--- src/rtl/load_store_unit.sv ---
`default_nettype none
// ============================================================================
//  Module   : load_store_unit
//  Purpose  : Memory-stage load/store unit between execute and Dmem. Accepts
//             one request per handshake, builds byte enables and lane-aligned
//             store data, drives Dmem's edge-triggered store protocol, and
//             returns sign/zero-extended load data or a store acknowledgement
//             tagged with the destination register.
//  Build    : LSU_MISALIGN_TRAP_EN -- when defined, misaligned half/word
//             accesses skip memory and return resp_error=1, resp_data=0.
//  Ports    : clock, reset           sync active-high reset
//             req_*                  request channel (valid/ready)
//             resp_*                 response channel (valid/ready)
//             mem_address/store_data/byte_enable/store_valid   to Dmem
//             mem_load_data/load_data_valid/store_complete     from Dmem
//  Revision : 1.0  initial release
// ============================================================================
module load_store_unit #(
  parameter int TAG_WIDTH      = 5,
  parameter int TIMEOUT_CYCLES = 15
) (
  input  logic                 clock,
  input  logic                 reset,
  input  logic                 req_valid,
  output logic                 req_ready,
  input  logic                 req_store,
  input  logic [1:0]           req_size,
  input  logic                 req_unsigned,
  input  logic [31:0]          req_addr,
  input  logic [31:0]          req_wdata,
  input  logic [TAG_WIDTH-1:0] req_tag,
  output logic                 resp_valid,
  input  logic                 resp_ready,
  output logic [31:0]          resp_data,
  output logic [TAG_WIDTH-1:0] resp_tag,
  output logic                 resp_error,
  output logic [31:0]          mem_address,
  output logic [31:0]          mem_store_data,
  output logic [3:0]           mem_byte_enable,
  output logic                 mem_store_valid,
  input  logic [31:0]          mem_load_data,
  input  logic                 mem_load_data_valid,
  input  logic                 mem_store_complete
);

  localparam int CNT_W = $clog2(TIMEOUT_CYCLES + 1);
  localparam logic [CNT_W-1:0] CNT_LAST = CNT_W'(TIMEOUT_CYCLES - 1);

  typedef enum logic [1:0] {
    IDLE  = 2'd0,
    LOAD  = 2'd1,
    STORE = 2'd2,
    RESP  = 2'd3
  } state_t;

  state_t           state;
  state_t           state_next;
  logic [31:0]      addr;
  logic [1:0]       size;
  logic             load_unsigned;
  logic [31:0]      wdata;
  logic [CNT_W-1:0] counter;
  logic             misaligned;
  logic [3:0]       lane_be;
  logic [31:0]      lane_data;
  logic [31:0]      shifted;
  logic [31:0]      load_ext;

  // Alignment is judged on the incoming request so the trap can be taken
  // straight from IDLE without touching memory.
`ifdef LSU_MISALIGN_TRAP_EN
  always_comb begin
    misaligned = 1'b0;
    case (req_size)
      2'b00:   misaligned = 1'b0;
      2'b01:   misaligned = req_addr[0];
      default: misaligned = (req_addr[1:0] != 2'b00);
    endcase
  end
`else
  assign misaligned = 1'b0;
`endif

  // Store lane steering from the latched request. Misaligned low bits are
  // ignored: halves use addr[1] only, words always use lane 0.
  always_comb begin
    lane_be   = 4'b1111;
    lane_data = wdata;
    case (size)
      2'b00: begin
        lane_be   = 4'b0001 << addr[1:0];
        lane_data = {4{wdata[7:0]}};
      end
      2'b01: begin
        lane_be   = addr[1] ? 4'b1100 : 4'b0011;
        lane_data = {2{wdata[15:0]}};
      end
      default: begin
        lane_be   = 4'b1111;
        lane_data = wdata;
      end
    endcase
  end

  // Load extraction: bring the addressed lane down to bit 0, then extend.
  always_comb begin
    shifted  = mem_load_data;
    load_ext = mem_load_data;
    case (size)
      2'b00: begin
        shifted  = mem_load_data >> {addr[1:0], 3'b000};
        load_ext = {{24{~load_unsigned & shifted[7]}}, shifted[7:0]};
      end
      2'b01: begin
        shifted  = mem_load_data >> {addr[1], 4'b0000};
        load_ext = {{16{~load_unsigned & shifted[15]}}, shifted[15:0]};
      end
      default: begin
        shifted  = mem_load_data;
        load_ext = mem_load_data;
      end
    endcase
  end

  always_comb begin
    state_next      = state;
    req_ready       = 1'b0;
    resp_valid      = 1'b0;
    mem_store_valid = 1'b0;
    mem_byte_enable = 4'b0000;
    case (state)
      IDLE: begin
        req_ready = 1'b1;
        if (req_valid) begin
          if (misaligned)     state_next = RESP;
          else if (req_store) state_next = STORE;
          else                state_next = LOAD;
        end
      end
      LOAD: begin
        // The first LOAD cycle only presents the new address; load data is
        // trusted from the second cycle on, so a valid left over from the
        // previous access can never be captured.
        if ((counter != '0) && mem_load_data_valid) state_next = RESP;
      end
      STORE: begin
        mem_store_valid = 1'b1;
        mem_byte_enable = lane_be;
        if (mem_store_complete || (counter == CNT_LAST)) state_next = RESP;
      end
      RESP: begin
        resp_valid = 1'b1;
        if (resp_ready) state_next = IDLE;
      end
      default: state_next = IDLE;
    endcase
  end

  always_ff @(posedge clock) begin
    if (reset) begin
      state         <= IDLE;
      counter       <= '0;
      addr          <= '0;
      size          <= '0;
      load_unsigned <= 1'b0;
      wdata         <= '0;
      resp_data     <= '0;
      resp_tag      <= '0;
      resp_error    <= 1'b0;
    end else begin
      state <= state_next;
      case (state)
        IDLE: begin
          counter <= '0;
          if (req_valid) begin
            addr          <= req_addr;
            size          <= req_size;
            load_unsigned <= req_unsigned;
            wdata         <= req_wdata;
            resp_tag      <= req_tag;
            resp_data     <= '0;
            resp_error    <= misaligned;
          end
        end
        LOAD: begin
          if (counter == '0)          counter   <= CNT_W'(1);
          if (state_next == RESP)     resp_data <= load_ext;
        end
        STORE: begin
          counter <= counter + CNT_W'(1);
          if (!mem_store_complete && (counter == CNT_LAST)) resp_error <= 1'b1;
        end
        default: counter <= '0;
      endcase
    end
  end

  assign mem_address    = {addr[31:2], 2'b00};
  assign mem_store_data = lane_data;

endmodule
`default_nettype wire
--- config.mk ---
export PLATFORM = sky130hd
export DESIGN_NAME = load_store_unit
export DESIGN_NICKNAME = d
export VERILOG_FILES = /design/src/rtl/load_store_unit.sv
export SDC_FILE = /design/constraint.sdc
export NUM_CORES = 1
export LEC_CHECK = 0
export CORE_MARGIN = 2
export CORE_UTILIZATION = 44
export DETAILED_ROUTE_END_ITERATION = 10
export HOLD_SLACK_MARGIN = 0.08
export PLACE_DENSITY = 0.81
export SLEW_MARGIN = 30
export SYNTH_ARGS = -nofsm -noshare
export SYNTH_HDL_FRONTEND = slang
export SYNTH_SLANG_ARGS = --single-unit
--- constraint.sdc ---
create_clock -name clock -period 2.2 [get_ports clock]
set_input_delay 0.33 -clock clock [delete_from_list [all_inputs] [get_ports clock]]
set_output_delay 0.33 -clock clock [all_outputs]
set_load 0.1 [all_outputs]
## Word-level counts from Yosys, hierarchy flattened

Index checks and enable logic that the tools add are counted.

- Input port bits: 111
- Register bits after elaboration: 111

- Eq/ne operators: 10
- Bitwise operators: 3
- Shifts and indexed selects: 3
- Reduce and logical (&&, ||, !) cells: 13
- Add/subtract/negate cells: 1
- Multiplexer cells: 22

Operator list:

| operator | number |
|---|---|
| $pmux 32 s2 | 3 |
| $mux 32 | 2 |
| $shr 32x5->16 | 1 |
| $shr 32x5->8 | 1 |
| $pmux 4 s2 | 2 |
| $mux 4 | 3 |
| $mux 2 | 5 |
| $ne 2x2->1 const B | 4 |
| $pmux 2 s4 | 1 |
| $eq 2x2->1 const B | 3 |
| $reduce_and 3->1 | 2 |
| $mux 1 | 5 |
| $add 4x1->4 const B | 1 |
| $eq 2x1->1 const B | 2 |
| $eq 4x4->1 const B | 1 |
| $logic_not 2->1 | 2 |
| $logic_not 4->1 | 1 |
| $reduce_bool 2->1 | 2 |
| $reduce_bool 4->1 | 1 |
| $shl 1x2->4 const A | 1 |
| $and 1x1->1 | 2 |
| $logic_and 1x1->1 | 2 |
| $pmux 1 s2 | 1 |
| $reduce_and 2->1 | 1 |
| other kinds (3) | 3 |

## Logic depth before layout (Yosys ltp)

- Depth in word-level cells: 7
- Mapped depth: 9
- Mapped depth without buffers: 7

## Worst setup path after synthesis

OpenSTA, ideal clock, no wires.

- Path type: reg2out
- Start point: reg size[0]
- End point: out mem_store_data[24]
- Buffers on the path: 2
- Arrival time: 3316 ps
- Setup slack: -1446 ps
- Data required time: 1870 ps
- Cell stages (with the launch flop): 5
- Path through: dfxtp_1 > clkbuf_1 > buf_1 > mux2i_1 > o21ai_0

- Word-level cells in the longest chain between the ends: 2
- Elaborated cells on any way between the ends: 3
- Classes of those cells: 1 x eq/ne; 1 x mux; 1 x reduce/logical

RTL lines:

| what | line | source |
|---|---|---|
| start, declared | 59 | `logic [1:0] size;` |
| start signal, assigned | 177 | `size <= req_size;` |
| $eq 2x1->1 / $logic_not 2->1 (equally long branches) | 89 | `case (size)` |
| $pmux 32 s2 * | 89 |  |
| end, declared | 38 | `output logic [31:0] mem_store_data,` |

Every way passes the cells marked *; elsewhere a longest branch is shown, timed or not.

## Worst setup path after layout

- Start point: reg size[0]
- End point: out mem_store_data[11]

Same word-level chain as after synthesis.

==> summary.md <==
| Metric | Value |
|---|---|
| Post-synthesis cell area | `5610 um^2` |
| All-layer global routing usage | `23.0%` |
| Largest net degree at the start of global routing | `73` |
| Layout Skew | `0.00721 ns` |
| Total Power | `6.29 mW` |
| Most frequent cells in the layout | `189 x nand2_1, 109 x clkdlybuf4s50_1, 108 x dfxtp_1` |
| Nets | `990` |
| Reg2reg setup slack | `0.12 ns` |
| Clk slew on worst S/H paths | `0.07 ns` |
| Congestion Overflow GR | `0` |
| Sum Neg Setup Slack | `0 ns` |
| Req. time, crit path | `1.87 ns` |
| Clock Path Buffers | `2` |
| Startpoint Class | `register` |
| First-pass GRT wire length | `24800 um` |
| Post-route ant nets | `0` |
| Hold_buf cts | `0` |
| Clock Power Share | `28.1%` |
| PD cells | `752 nW/um^2` |
| Most common cell after layout, fill and taps aside | `nand2_1` |
| DRC Markers | `0` |
| Cell count after synthesis | `700` |
| Hold Fails Final Rpt | `0` |
| CTS tree | `done` |
| Final instance area | `8370 um^2` |
| Dpl cell area | `8000 um^2` |
| Max Cap Violations | `0` |
| Status | `complete, no violations` |
| H-tree depth | `3` |
| Die Height | `117 um` |
| I/O pin total | `220` |
| Die area | `13700 um^2` |
| Clk_lat worst skew | `0.35 ns` |
| Yosys top cell by area | `dfxtp_1` |
| 1st-iter DRT viols | `370` |
| WL/cell | `15.3 um` |
| Synth unique cells | `39` |
| Area growth syn-to-layout | `49.1%` |
| DP HPWL | `11100 um` |
| Arr. time, crit path | `1.76 ns` |
| RR Endpoint | `resp_data[10]$_SDFFE_PP0P_` |
| Site Rows | `41` |
| CP endpoint | `mem_store_data[11]` |
| FF+latch count, synth | `111` |
| Inserted Diodes | `0` |
| Switch Pwr | `2.38 mW` |
| Crit end category | `output pin` |
| Top-area cell type share of the netlist area | `39.6%` |
| RSZ-0062 raised after global routing | `false` |
| Crit-path cells | `buf_4, nor2_1, buf_4, mux2_2, buf_12` |
| Pins over their slew limit | `0` |
| Worst reg-to-reg path cell count | `10` |
| Crit Path Max Fanout | `15` |
| Average size of a mapped cell | `8.02 um^2` |
| Gate power share | `36.7%` |
| Vias per cell | `5.08` |
| Placer Congestion | `0.846` |
| Final Critical Period | `2.09 ns` |
| Top area cells in the synthesized netlist | `dfxtp_1 40%, nand2_1 13%, a21oi_1 8.4%, mux2i_1 7.8%, buf_4 5.5%` |
| Final period util | `95.1%` |
| Slew margin rel. | `54.8%` |
| Die width | `117 um` |
| Vias in the first global route | `5090` |
| Tightest Hold Check Type | `input port to register` |
| Internal | `3.91 mW` |
| Peak VDD IR | `0.557 mV` |
| TritonRoute pass-1 iters | `5` |
| Worst setup path startpoint | `size[0]$_SDFFE_PP0P_` |
| CP Class | `register to output pin` |
| Sw frac | `37.9%` |
| Share of layout cells above drive strength 1 | `23.7%` |
| Finish-stage setup viols | `0` |
| Total CTS buffers | `9` |
| Synth Flop Type | `dfxtp_1` |
| Top cell by count, worst path | `buf_4` |
| CP max stage cell | `mux2_2` |
| Sequential element share of the synthesized area | `39.6%` |
| Initial antenna violation count | `0` |
| Via count | `5334` |
| Core Footprint | `12500 um^2` |
| Input/output buffers | `217` |
| Post-synth ARST share | `0%` |
| Worst path max stage delay | `0.39 ns` |
| DP Worst Slack | `-0.0283 ns` |
| Worst Tran Pin Value | `0.677 ns` |
| Number of flops mapped to enable cells by yosys | `0` |
| Worst R2R Start | `state[0]$_SDFF_PP0_` |
| Max Fclk | `478 MHz` |
| Initial Utilization | `44.8%` |
| P_leak | `3.22 nW` |
| Sequential share of power | `35.2%` |
| Clock tree sinks | `111` |
| Ys Warns | `0` |
| Wirelength, routed | `16000 um` |
| Clock Tree Root | `clkbuf_16` |
| Worst Slack Setup Final | `0.109 ns` |
routing by layer:
metal / vias to the layer above / GRT usage [%] / wire length [um]
met3: 34 / 6.39 / 1250
met5: - / 0 / 0
li1: 2652 / - / -
met1: 2436 / 29.1 / 6690
met4: 0 / 10.4 / 463
met2: 212 / 36.9 / 7620
cell families (layout without fill, tap and decap cells):
kind of cell,Yosys count,count (layout),share of synthesized area (%)
adders and majority gates,7,7,1.56
muxes,62,62,11.5
and+or+nand+nor,272,272,21.0
DFF,111,111,39.6
other,1,2,0.0668
buffers and inverters,96,272,9.74
AOI/OAI and AO/OA,151,151,16.6
worst min path at each step:
stage	from	endpoint	slack (ns)	cells past startpoint
final	reset	resp_data[0]$_SDFFE_PP0P_	0.41	4
after global routing	reset	resp_data[0]$_SDFFE_PP0P_	0.44	4
after CTS	reset	resp_data[0]$_SDFFE_PP0P_	0.41	4
after detailed placement	wdata[16]$_SDFFE_PP0P_	wdata[16]$_SDFFE_PP0P_	0.44	2
after global placement	wdata[21]$_SDFFE_PP0P_	wdata[21]$_SDFFE_PP0P_	0.44	2
after floorplan	wdata[16]$_SDFFE_PP0P_	wdata[16]$_SDFFE_PP0P_	0.43	2
per-stage QoR:
| step | cells | hold WS, ns | utilization (%) |
|---|---|---|---|
| floorplan | 701 | 0.433 | - |
| global placement | 1030 | 0.439 | 63.9 |
| detailed placement | 1030 | 0.445 | 63.9 |
| CTS | 1046 | 0.411 | 66.5 |
| global route | 1049 | 0.436 | 66.9 |
| finish | 1049 | 0.414 | 66.9 |
flip-flops by register name (all words and copies together), names as in the netlist:
signal         count
load_unsigned      1
counter            4
state              2
resp_tag           5
size               2
resp_data         32
wdata             32
addr              32
resp_error         1
power groups by stage:
stage                     Sequential [mW]  Combinational (mW)  Clock [mW]
after CTS                            2.21                2.31        1.81
after global routing                 2.23                2.43        1.90
final                                2.21                2.31        1.77
after global placement               2.25                2.29           0
after detailed placement             2.26                2.30           0
after floorplan                      2.30                1.56           0
timing repair:
item / 4_1_cts / 5_1_grt
pin swaps: 0 / 1
setup endpoints to repair: 1 / 33
setup buffers: 0 / 1
cloned: 0 / 2
gates resized for setup: 2 / 2
critical path: cells and delay by family, from the launching register on:
kind / cells / cell delay (ns)
buf+inv: 3 / 0.58
mux: 1 / 0.39
flops: 1 / 0.33
simple gates: 1 / 0.11
synth_stat cells (2+ instances only):
| library cell | instances |
|---|---|
| nand2_1 | 190 |
| nand3_1 | 18 |
| nor3_1 | 2 |
| nor3b_1 | 9 |
| buf_2 | 2 |
| o21a_1 | 4 |
| nor2b_1 | 15 |
| clkbuf_1 | 37 |
| buf_4 | 41 |
| o21bai_1 | 2 |
| o21ai_0 | 11 |
| buf_1 | 4 |
| a21oi_1 | 94 |
| mux2i_1 | 44 |
| inv_2 | 2 |
| a31oi_1 | 2 |
| o221ai_1 | 7 |
| ha_1 | 7 |
| a21o_1 | 14 |
| inv_1 | 6 |
| dfxtp_1 | 111 |
| mux2_2 | 18 |
| a22oi_1 | 8 |
| nor2_1 | 16 |
| nand2b_1 | 18 |
| buf_6 | 4 |
| a221oi_1 | 2 |
cell type report:
| cell class | instances | area, um^2 |
|---|---|---|
| multi-input combinational | 494 | 3010 |
| fill | 1030 | 4150 |
| sequential | 111 | 2230 |
| clock buffer | 9 | 225 |
| tap | 172 | 215 |
| timing repair buffer | 248 | 2560 |
| inverter | 8 | 32.5 |
| clock inverter | 7 | 97.6 |
(Power assumes the default switching activity.)
